`src/rtl/riscv_enc_pkg.sv`:
```
// Shared types and constants for the RV32I instruction encoder.
// Opcode values match the ones the main decoder matches on.
package riscv_enc_pkg;

    typedef enum logic [2:0] {
        CL_LW  = 3'd0,
        CL_SW  = 3'd1,
        CL_R   = 3'd2,
        CL_BR  = 3'd3,
        CL_I   = 3'd4,
        CL_JAL = 3'd5
    } instr_class_t;

    localparam logic [6:0] OP_LW  = 7'b0000011;
    localparam logic [6:0] OP_SW  = 7'b0100011;
    localparam logic [6:0] OP_R   = 7'b0110011;
    localparam logic [6:0] OP_BR  = 7'b1100011;
    localparam logic [6:0] OP_I   = 7'b0010011;
    localparam logic [6:0] OP_JAL = 7'b1101111;

    localparam logic [31:0] NOP = 32'h00000013;

    function automatic logic in_range(input logic signed [31:0] v, input int lo, input int hi);
        return (v >= lo) && (v <= hi);
    endfunction

endpackage

```
`src/rtl/riscv_imm_pack.sv`:
```
// Combinational field packer: builds the RV32I word for one decoded
// instruction and flags field combinations that cannot be encoded.
module riscv_imm_pack
    import riscv_enc_pkg::*;
(
    input  logic [2:0]  class_i,
    input  logic [4:0]  rd_i,
    input  logic [4:0]  rs1_i,
    input  logic [4:0]  rs2_i,
    input  logic [2:0]  funct3_i,
    input  logic        funct7b5_i,
    input  logic [31:0] imm_i,
    output logic [31:0] instr_o,
    output logic        legal_o
);

    logic signed [31:0] imm_s;
    logic               is_shift;
    logic               imm12_ok;

    assign imm_s    = $signed(imm_i);
    assign is_shift = (funct3_i == 3'b001) || (funct3_i == 3'b101);
    assign imm12_ok = in_range(imm_s, -2048, 2047);

    always_comb begin
        instr_o = NOP;
        legal_o = 1'b0;
        case (class_i)
            CL_LW: begin
                legal_o = imm12_ok;
                instr_o = {imm_i[11:0], rs1_i, 3'b010, rd_i, OP_LW};
            end
            CL_SW: begin
                legal_o = imm12_ok;
                instr_o = {imm_i[11:5], rs2_i, rs1_i, 3'b010, imm_i[4:0], OP_SW};
            end
            CL_R: begin
                // Only add/sub and srl/sra have a bit-30 variant.
                legal_o = !funct7b5_i || (funct3_i == 3'b000) || (funct3_i == 3'b101);
                instr_o = {1'b0, funct7b5_i, 5'b00000, rs2_i, rs1_i, funct3_i, rd_i, OP_R};
            end
            CL_BR: begin
                legal_o = (funct3_i inside {3'b000, 3'b001, 3'b100, 3'b101})
                          && !imm_i[0] && in_range(imm_s, -4096, 4094);
                instr_o = {imm_i[12], imm_i[10:5], rs2_i, rs1_i, funct3_i,
                           imm_i[4:1], imm_i[11], OP_BR};
            end
            CL_I: begin
                if (is_shift) begin
                    // slli has no arithmetic variant; srli/srai share funct3 101.
                    legal_o = in_range(imm_s, 0, 31)
                              && !((funct3_i == 3'b001) && funct7b5_i);
                    instr_o = {1'b0, funct7b5_i, 5'b00000, imm_i[4:0], rs1_i,
                               funct3_i, rd_i, OP_I};
                end else begin
                    legal_o = imm12_ok;
                    instr_o = {imm_i[11:0], rs1_i, funct3_i, rd_i, OP_I};
                end
            end
            CL_JAL: begin
                legal_o = !imm_i[0] && in_range(imm_s, -1048576, 1048574);
                instr_o = {imm_i[20], imm_i[10:1], imm_i[11], imm_i[19:12], rd_i, OP_JAL};
            end
            default: begin
                legal_o = 1'b0;
                instr_o = NOP;
            end
        endcase
    end

endmodule

```
`src/rtl/riscv_instr_encoder.sv`:
```
// Stream encoder: one output register stage, word-address counter,
// program-done flag and saturating reject counter around riscv_imm_pack.
module riscv_instr_encoder
    import riscv_enc_pkg::*;
#(
    parameter int ADDR_W = 6,
    parameter int CNT_W  = 8
) (
    input  logic              clk_i,
    input  logic              reset_i,
    input  logic              start_i,
    input  logic              in_valid_i,
    output logic              in_ready_o,
    input  logic [2:0]        in_class_i,
    input  logic [4:0]        in_rd_i,
    input  logic [4:0]        in_rs1_i,
    input  logic [4:0]        in_rs2_i,
    input  logic [2:0]        in_funct3_i,
    input  logic              in_funct7b5_i,
    input  logic [31:0]       in_imm_i,
    input  logic              in_last_i,
    output logic              out_valid_o,
    input  logic              out_ready_i,
    output logic [31:0]       out_instr_o,
    output logic [ADDR_W-1:0] out_addr_o,
    output logic              done_o,
    output logic              rej_pulse_o,
    output logic [CNT_W-1:0]  rej_count_o
);

    logic              out_valid_q, out_valid_d;
    logic [31:0]       instr_q, instr_d;
    logic [ADDR_W-1:0] addr_q, addr_d;
    logic [ADDR_W-1:0] cnt_q, cnt_d;
    logic              done_q, done_d;
    logic              rej_q, rej_d;
    logic [CNT_W-1:0]  rejcnt_q, rejcnt_d;

    logic [31:0] enc_word;
    logic        enc_legal;
    logic        accept;
    logic        fire;

    riscv_imm_pack u_pack (
        .class_i    (in_class_i),
        .rd_i       (in_rd_i),
        .rs1_i      (in_rs1_i),
        .rs2_i      (in_rs2_i),
        .funct3_i   (in_funct3_i),
        .funct7b5_i (in_funct7b5_i),
        .imm_i      (in_imm_i),
        .instr_o    (enc_word),
        .legal_o    (enc_legal)
    );

    assign in_ready_o = !out_valid_q || out_ready_i;
    assign accept     = in_valid_i && in_ready_o;
    assign fire       = out_valid_q && out_ready_i;

    always_comb begin
        out_valid_d = out_valid_q;
        instr_d     = instr_q;
        addr_d      = addr_q;
        cnt_d       = cnt_q;
        done_d      = done_q;
        rej_d       = 1'b0;
        rejcnt_d    = rejcnt_q;

        if (fire) begin
            out_valid_d = 1'b0;
            cnt_d       = cnt_q + 1'b1;
        end
        if (start_i) begin
            cnt_d = '0;
        end

        // A new word takes the counter value after this cycle's handshake/start,
        // so back-to-back words get consecutive addresses.
        if (accept) begin
            if (enc_legal) begin
                out_valid_d = 1'b1;
                instr_d     = enc_word;
                addr_d      = cnt_d;
            end else begin
                rej_d = 1'b1;
                if (rejcnt_q != '1) begin
                    rejcnt_d = rejcnt_q + 1'b1;
                end
            end
        end

        if (start_i) begin
            done_d = 1'b0;
        end
        if (accept && in_last_i) begin
            done_d = 1'b1;
        end
    end

    always_ff @(posedge clk_i) begin
        if (reset_i) begin
            out_valid_q <= 1'b0;
            instr_q     <= '0;
            addr_q      <= '0;
            cnt_q       <= '0;
            done_q      <= 1'b0;
            rej_q       <= 1'b0;
            rejcnt_q    <= '0;
        end else begin
            out_valid_q <= out_valid_d;
            instr_q     <= instr_d;
            addr_q      <= addr_d;
            cnt_q       <= cnt_d;
            done_q      <= done_d;
            rej_q       <= rej_d;
            rejcnt_q    <= rejcnt_d;
        end
    end

    assign out_valid_o = out_valid_q;
    assign out_instr_o = instr_q;
    assign out_addr_o  = addr_q;
    assign done_o      = done_q;
    assign rej_pulse_o = rej_q;
    assign rej_count_o = rejcnt_q;

endmodule
```
`config.mk`:
```
export PLATFORM = sky130hd
export DESIGN_NAME = riscv_instr_encoder
export DESIGN_NICKNAME = d
export VERILOG_FILES = /design/src/rtl/riscv_enc_pkg.sv /design/src/rtl/riscv_imm_pack.sv /design/src/rtl/riscv_instr_encoder.sv
export SDC_FILE = /design/constraint.sdc
export NUM_CORES = 1
export LEC_CHECK = 0
export ABC_AREA = 1
export BUFFER_PORTS_ARGS = -buffer_cell sky130_fd_sc_hd__buf_2
export CAP_MARGIN = 20
export CORE_MARGIN = 5
export CORE_UTILIZATION = 51
export DETAILED_ROUTE_END_ITERATION = 10
export GPL_TIMING_DRIVEN = 0
export HOLD_SLACK_MARGIN = 0.02
export PLACE_DENSITY = 0.92
export REMOVE_ABC_BUFFERS = 1
export SYNTH_ARGS = -nofsm -noshare
export SYNTH_HDL_FRONTEND = slang
export SYNTH_SLANG_ARGS = --single-unit
```
`constraint.sdc`:
```
create_clock -name clk_i -period 2.3 [get_ports clk_i]
set_clock_uncertainty 0.1 [all_clocks]
set_input_delay 0.115 -clock clk_i [delete_from_list [all_inputs] [get_ports clk_i]]
set_output_delay 0.115 -clock clk_i [all_outputs]
set_load 0.1 [all_outputs]
```
==> Word-level counts from Yosys, hierarchy flattened <==
Index checks and enable logic that the tools add are counted.
{ "word_totals": {"register_bits": 55, "latchBits": 0, "ram_bits": 0, "rom_bits": 0, "inputBits": 60, "output_inout_bits": 50, "n_memories": 0} }
{ "op_classes": {"add_sub_neg": 2, "mul": 0, "div_mod_pow": 0, "magnitude_cmp": 8, "eq_ne": 9, "shift": 0, "mux": 12, "bitwise": 2, "n_reduce_logical": 28} }
{ "op_table": {"columns": ["cell", "n"], "rows": [
  ["$pmux W32 S6", 1],
  ["$ge A32 B1 Y1 const B", 1],
  ["$ge A32 B12 Y1 const B", 1],
  ["$ge A32 B13 Y1 const B", 1],
  ["$ge A32 B21 Y1 const B", 1],
  ["$le A32 B12 Y1 const B", 1],
  ["$le A32 B13 Y1 const B", 1],
  ["$le A32 B21 Y1 const B", 1],
  ["$le A32 B6 Y1 const B", 1],
  ["$mux W32", 1],
  ["$eq A3 B3 Y1 const B", 4],
  ["$logic_and A1 B1 Y1", 12],
  ["$mux W6", 2],
  ["$add A8 B1 Y8 const B", 1],
  ["$ne A8 B8 Y1 const B", 1],
  ["$mux W1", 7],
  ["$add A6 B1 Y6 const B", 1],
  ["$eq A3 B1 Y1 const B", 2],
  ["$eq A3 B2 Y1 const B", 2],
  ["$logic_not A3 Y1", 2],
  ["$pmux W1 S5", 1],
  ["$logic_not A1 Y1", 4],
  ["$logic_or A1 B1 Y1", 4],
  ["$reduce_bool A4 Y1", 1],
  ["other kinds (5)", 7]
]} }

==> Logic depth before layout (Yosys ltp) <==
{ "logic_depth": {"ltp_word": 8, "depth_mapped": 18} }

==> Hierarchy <==
A second synthesis with hierarchy kept.
{ "hier_totals": {"hier_cells": 520, "hier_area_um2": 3268.1} }
{ "modules_own_cells": {"columns": ["module", "n_inst", "cells_per_inst", "area_each_um2"], "rows": [
  ["riscv_instr_encoder", 1, 287, 2249.7],
  ["riscv_imm_pack", 1, 233, 1018.5]
]} }

==> Worst setup path after synthesis <==
Ideal clock, no wire load.
{ "synth_path": {"kind": "flip-flop to flip-flop", "start": "register out_valid_q, in the netlist out_valid_o", "end": "register instr_q[1], in the netlist out_instr_o[1]", "setup_time_ns": 0.128, "arrival_ns": 2.849, "t_required_ns": 2.072, "slack_ns": -0.777, "stages_incl_launch_ff": 9, "period_less_slack_ns": 3.077, "cell_sequence": "dfxtp_1 > nand2_1 > nand2_1 > clkinv_1 > nand2_2 > clkinv_2 > buf_6 > nor2_1 > nor2_1"} }
{ "synth_via": {"elab_chain_len": 4} }
{ "synth_lines": {"columns": ["element", "line_no", "source"], "rows": [
  ["from (decl)", "riscv_instr_encoder.sv:31", "logic out_valid_q, out_valid_d;"],
  ["from (signal assigned)", "riscv_instr_encoder.sv:110", "out_valid_q <= out_valid_d;"],
  ["$logic_not A1 Y1", "riscv_instr_encoder.sv:56", "assign in_ready_o = !out_valid_q || out_ready_i;"],
  ["$logic_or A1 B1 Y1", "riscv_instr_encoder.sv:56", null],
  ["via in_ready_o", "riscv_instr_encoder.sv:13", "output logic in_ready_o,"],
  ["$logic_and A1 B1 Y1", "riscv_instr_encoder.sv:57", "assign accept = in_valid_i && in_ready_o;"],
  ["$reduce_and A2 Y1 (no line)", null, null],
  ["to (signal assigned)", "riscv_instr_encoder.sv:111", "instr_q <= instr_d;"],
  ["to (decl)", "riscv_instr_encoder.sv:32", "logic [31:0] instr_q, instr_d;"]
]} }
The timed path passes the listed nets, and every way through them passes these cells.
A chain may end at the register's enable or synchronous reset.

==> Worst setup path in the final report <==
{ "layout_path": {"start": "input in_valid_i", "end": "register instr_q[21], in the netlist out_instr_o[21]"} }
{ "layout_via": {"elab_chain_len": 2} }
{ "layout_lines": {"columns": ["element", "line_no", "source"], "rows": [
  ["from (decl)", "riscv_instr_encoder.sv:12", "input logic in_valid_i,"],
  ["$logic_and A1 B1 Y1", "riscv_instr_encoder.sv:57", null],
  ["$reduce_and A2 Y1 (no line)", null, null]
]} }
No other way between the ends.

==> summary.txt <==
Yosys
  – Total number of yosys warnings: 0
  – Post-synth top area share: 33.01%
  – Avg Cell Area, Syn: 6.134 µm²
  – Post-synth EDFFs: 0
  – Synth top cells by count: 147 x nand2_1, 113 x nor2_1, 53 x dfxtp_1
  – Area leader, netlist: dfxtp_1
  – Mapped Area: 3214 µm²
  – Async set-or-reset flop fraction in the synthesized netlist: 0%
  – Synth unique cells: 34
  – Predominant post-synthesis flop cell: dfxtp_1
  – Seq/Total Area, Yosys: 33.01%
  – Post-synthesis register bit count: 53
  – Synth top area cells: dfxtp_1 33%, nand2_1 17%, nor2_1 13%, inv_1 6.1%, a21oi_1 4.7%
  – Most common cell in the synthesized netlist: nand2_1
  – Syn Inst Count: 524

Timing
  – Max-slew violations: 0
  – Worst Tran Pin Value: between 0.7 and 0.8 ns
  – Max_slew headroom: a little under half
  – Setup violators final: 0
  – Min Hold Slack: 0.04987 ns
  – Hold Fails Final Rpt: 0
  – Final Cycle Share: 90.73%
  – Tmin final: 2.087 ns
  – Unrepaired setup endpoints after global routing: no
  – Maximum achievable frequency: about 480 MHz

CTS
  – Setup bufs post-CTS: 0
  – Clock buffer count from CTS: 5
  – Clock Root Buffer: clkbuf_8
  – H-Tree Depth: 2
  – TritonCTS clock tree: done
  – Skew-Pair Late Insertion Delay: 0.31 ns
  – Clock transition at the registers of the reported paths: 0.10 ns
  – CTS max path bufs: 2
  – Total clock sinks: 53

Worst setup path
  – Most used cell, CP: nor2_1
  – Max FO, Critical Path: 44
  – Crit path DAT: 2.19 ns
  – Crit path kind: in2reg
  – CP startpoint: in_valid_i
  – CP Cell Sequence: dlygate4sd3_1, buf_2, nand2_1, clkinv_1, nand2_4, clkinv_4, nor2_1, nor2_1
  – Worst Path Required: 2.41 ns
  – Crit-path max cell delay: around 0.54 ns
  – CP max-delay cell: dlygate4sd3_1
  – CP Capture Type: register
  – Worst R2R Start: out_valid_o
  – Crit start category: input port
  – Register-to-register setup slack: 0.23 ns

Power
  – Clock power share: roughly 28%
  – Sw Share: 37.67%
  – Int Power: ~1.4 mW
  – Sequential cell fraction of total power: 42.5%
  – Pwr dens: 592.1 nW/µm²
  – VDD IR max: around 0.42 mV
  – LEAKAGE: roughly 2 nW
  – Combinational share of power: 29.2%
  – Switch Pwr: 865.7 µW

Global routing
  – Met1 GRT Util: 28.08%
  – Total grt overflow: 0
  – Met2 global-route usage: a little under two fifths
  – Initial antenna violation count: 0
  – Met3 Resource Use GR: approximately 5.2%
  – Largest net degree at the start of global routing: between 40 and 50
  – Vias in the first global route: 3400
  – GRT Max-Usage Layer: met2
  – Gr usage total: ~23%
  – First-pass GRT wire length: between 10000 and 15000 µm

Floorplanning
  – Die area: 7991 µm²
  – Cell Rows: 29
  – Starting Density: 51.50%
  – Die Y-Extent: 89.39 µm
  – Die W: between 80 and 90 µm
  – Core Region: 6241 µm²
  – I/O pin count: 110

Placed design
  – GPL Wtd Cong: 0.9003
  – Placed Area: 3721 µm²
  – PortBufs: 109
  – HPWL after DPL: 6962 µm

Final layout
  – NumNets Final: 690
  – Ant diodes: 0
  – Core Util, Final: roughly 62%
  – Fraction of layout instances using a drive strength above 1: 20.67%
  – Design area: 3881 µm²
  – Area grow syn2layout: 20.75%

Detailed routing
  – DR vias: approximately 3700
  – Vias per cell: 5.269
  – DR iter-0 viols: 285
  – # DRC: 0
  – Routed Antenna Nets: 0
  – First-pass DRT Iterations: 9
  – Drt wl/cell: 13.06 µm
  – Post-Route WL: 9217 µm

Outcome
  – Status: completed

Job
  – Max-capacitance violation count: 0

Hold path
  – Min-delay src: in_imm_i[5]
  – Worst min-delay path category: in2reg
[state kept, by name, indices dropped and copies added, names as in the netlist]
signal	count
out_valid_o	1
out_instr_o	30
cnt_q	6
out_addr_o	6
done_o	1
rej_count_o	8
rej_pulse_o	1
[final cells by class]
type                       count  area, µm²
fill                         627       2360
tap                           77      96.34
clock buffer                   6      72.57
timing repair buffer         113      585.6
sequential                    53       1061
inverter                      60      235.2
multi-input combinational    395       1792
clock inverter                 2      38.79
[kinds of logic (layout without fill, tap and decap cells)]
kind of cell / after synthesis / count (layout) / share of synthesized area (%)
adders and majority gates: 2 / 2 / 0.7784
and+or+nand+nor: 314 / 314 / 40.05
DFF: 53 / 53 / 33.01
buffers and inverters: 76 / 181 / 11.41
xor gates and xnor gates: 6 / 6 / 1.635
AOI/OAI and AO/OA: 73 / 73 / 13.12
[per-layer routing]
layer | vias up | wire length [µm]
met3 | 43 | 821
met2 | 191 | 4247
met5 | - | 0
met1 | 1623 | 3737
met4 | 0 | 411
li1 | 1863 | -
[path summary, 6_finish.rpt]
check                           cells after the start         endpoint
worst max-delay path                                8  out_instr_o[21]
worst max register to register                      7  out_instr_o[21]
worst min-delay path                                5  out_instr_o[25]
worst min register to register                      2  out_instr_o[17]
[power groups by stage]
| stage | Clock [mW] | Sequential, mW | Combinational [mW] |
|---|---|---|---|
| 2_1_floorplan | 0 | 1.28 | 0.205 |
| 4_1_cts | 0.657 | 0.975 | 0.666 |
| 6_report | 0.651 | 0.976 | 0.672 |
| 5_1_grt | 0.696 | 0.981 | 0.719 |
| 3_5_place_dp | 0 | 0.997 | 0.659 |
| 3_3_place_gp | 0 | 0.995 | 0.644 |
[stage by stage]
stage	power, mW	worst slack, ns	TNS (ns)	instances
5_1_grt	2.396	0.02571	0	706
4_1_cts	2.299	0.03625	0	706
2_1_floorplan	1.483	-1.246	-51.06	508
3_5_place_dp	1.656	-0.4883	-15.34	694
3_3_place_gp	1.639	-0.3537	-12.36	694
6_report	2.298	0.2132	0	706
[cell usage in the layout, fill, tap and decap left out, drive strengths merged]
cell type,synthesis,layout
nand2,151,151
nand4,11,11
or2,1,1
a22o,1,1
o221ai,3,3
nand3b,1,1
ha,2,2
clkbuf,5,6
buf,11,109
nor2,115,115
o2111ai,2,2
dlygate4sd3,0,4
a211o,1,1
o21bai,1,1
nor3,5,5
a2111o,3,3
dfxtp,53,53
clkinv,3,4
xnor2,3,3
inv,57,57
o211ai,2,2
o21ai,29,29
bufinv,0,1
and2,1,1
nand3,29,29
a21oi,31,31
xor2,3,3
[worst max-delay path: cells and delay by family]
kind | cells | cell delay (ns)
buffers and inverters | 4 | 1.30
AND/OR/NAND/NOR | 4 | 0.76
[repair_timing]
action,in CTS,in global routing
gates cloned,0,0
hold buffers,4,0
endpoints found under the setup margin,36,36
gates resized for setup,1,1
endpoints found under the hold margin,4,0
Power figures use the tool's default switching activity.
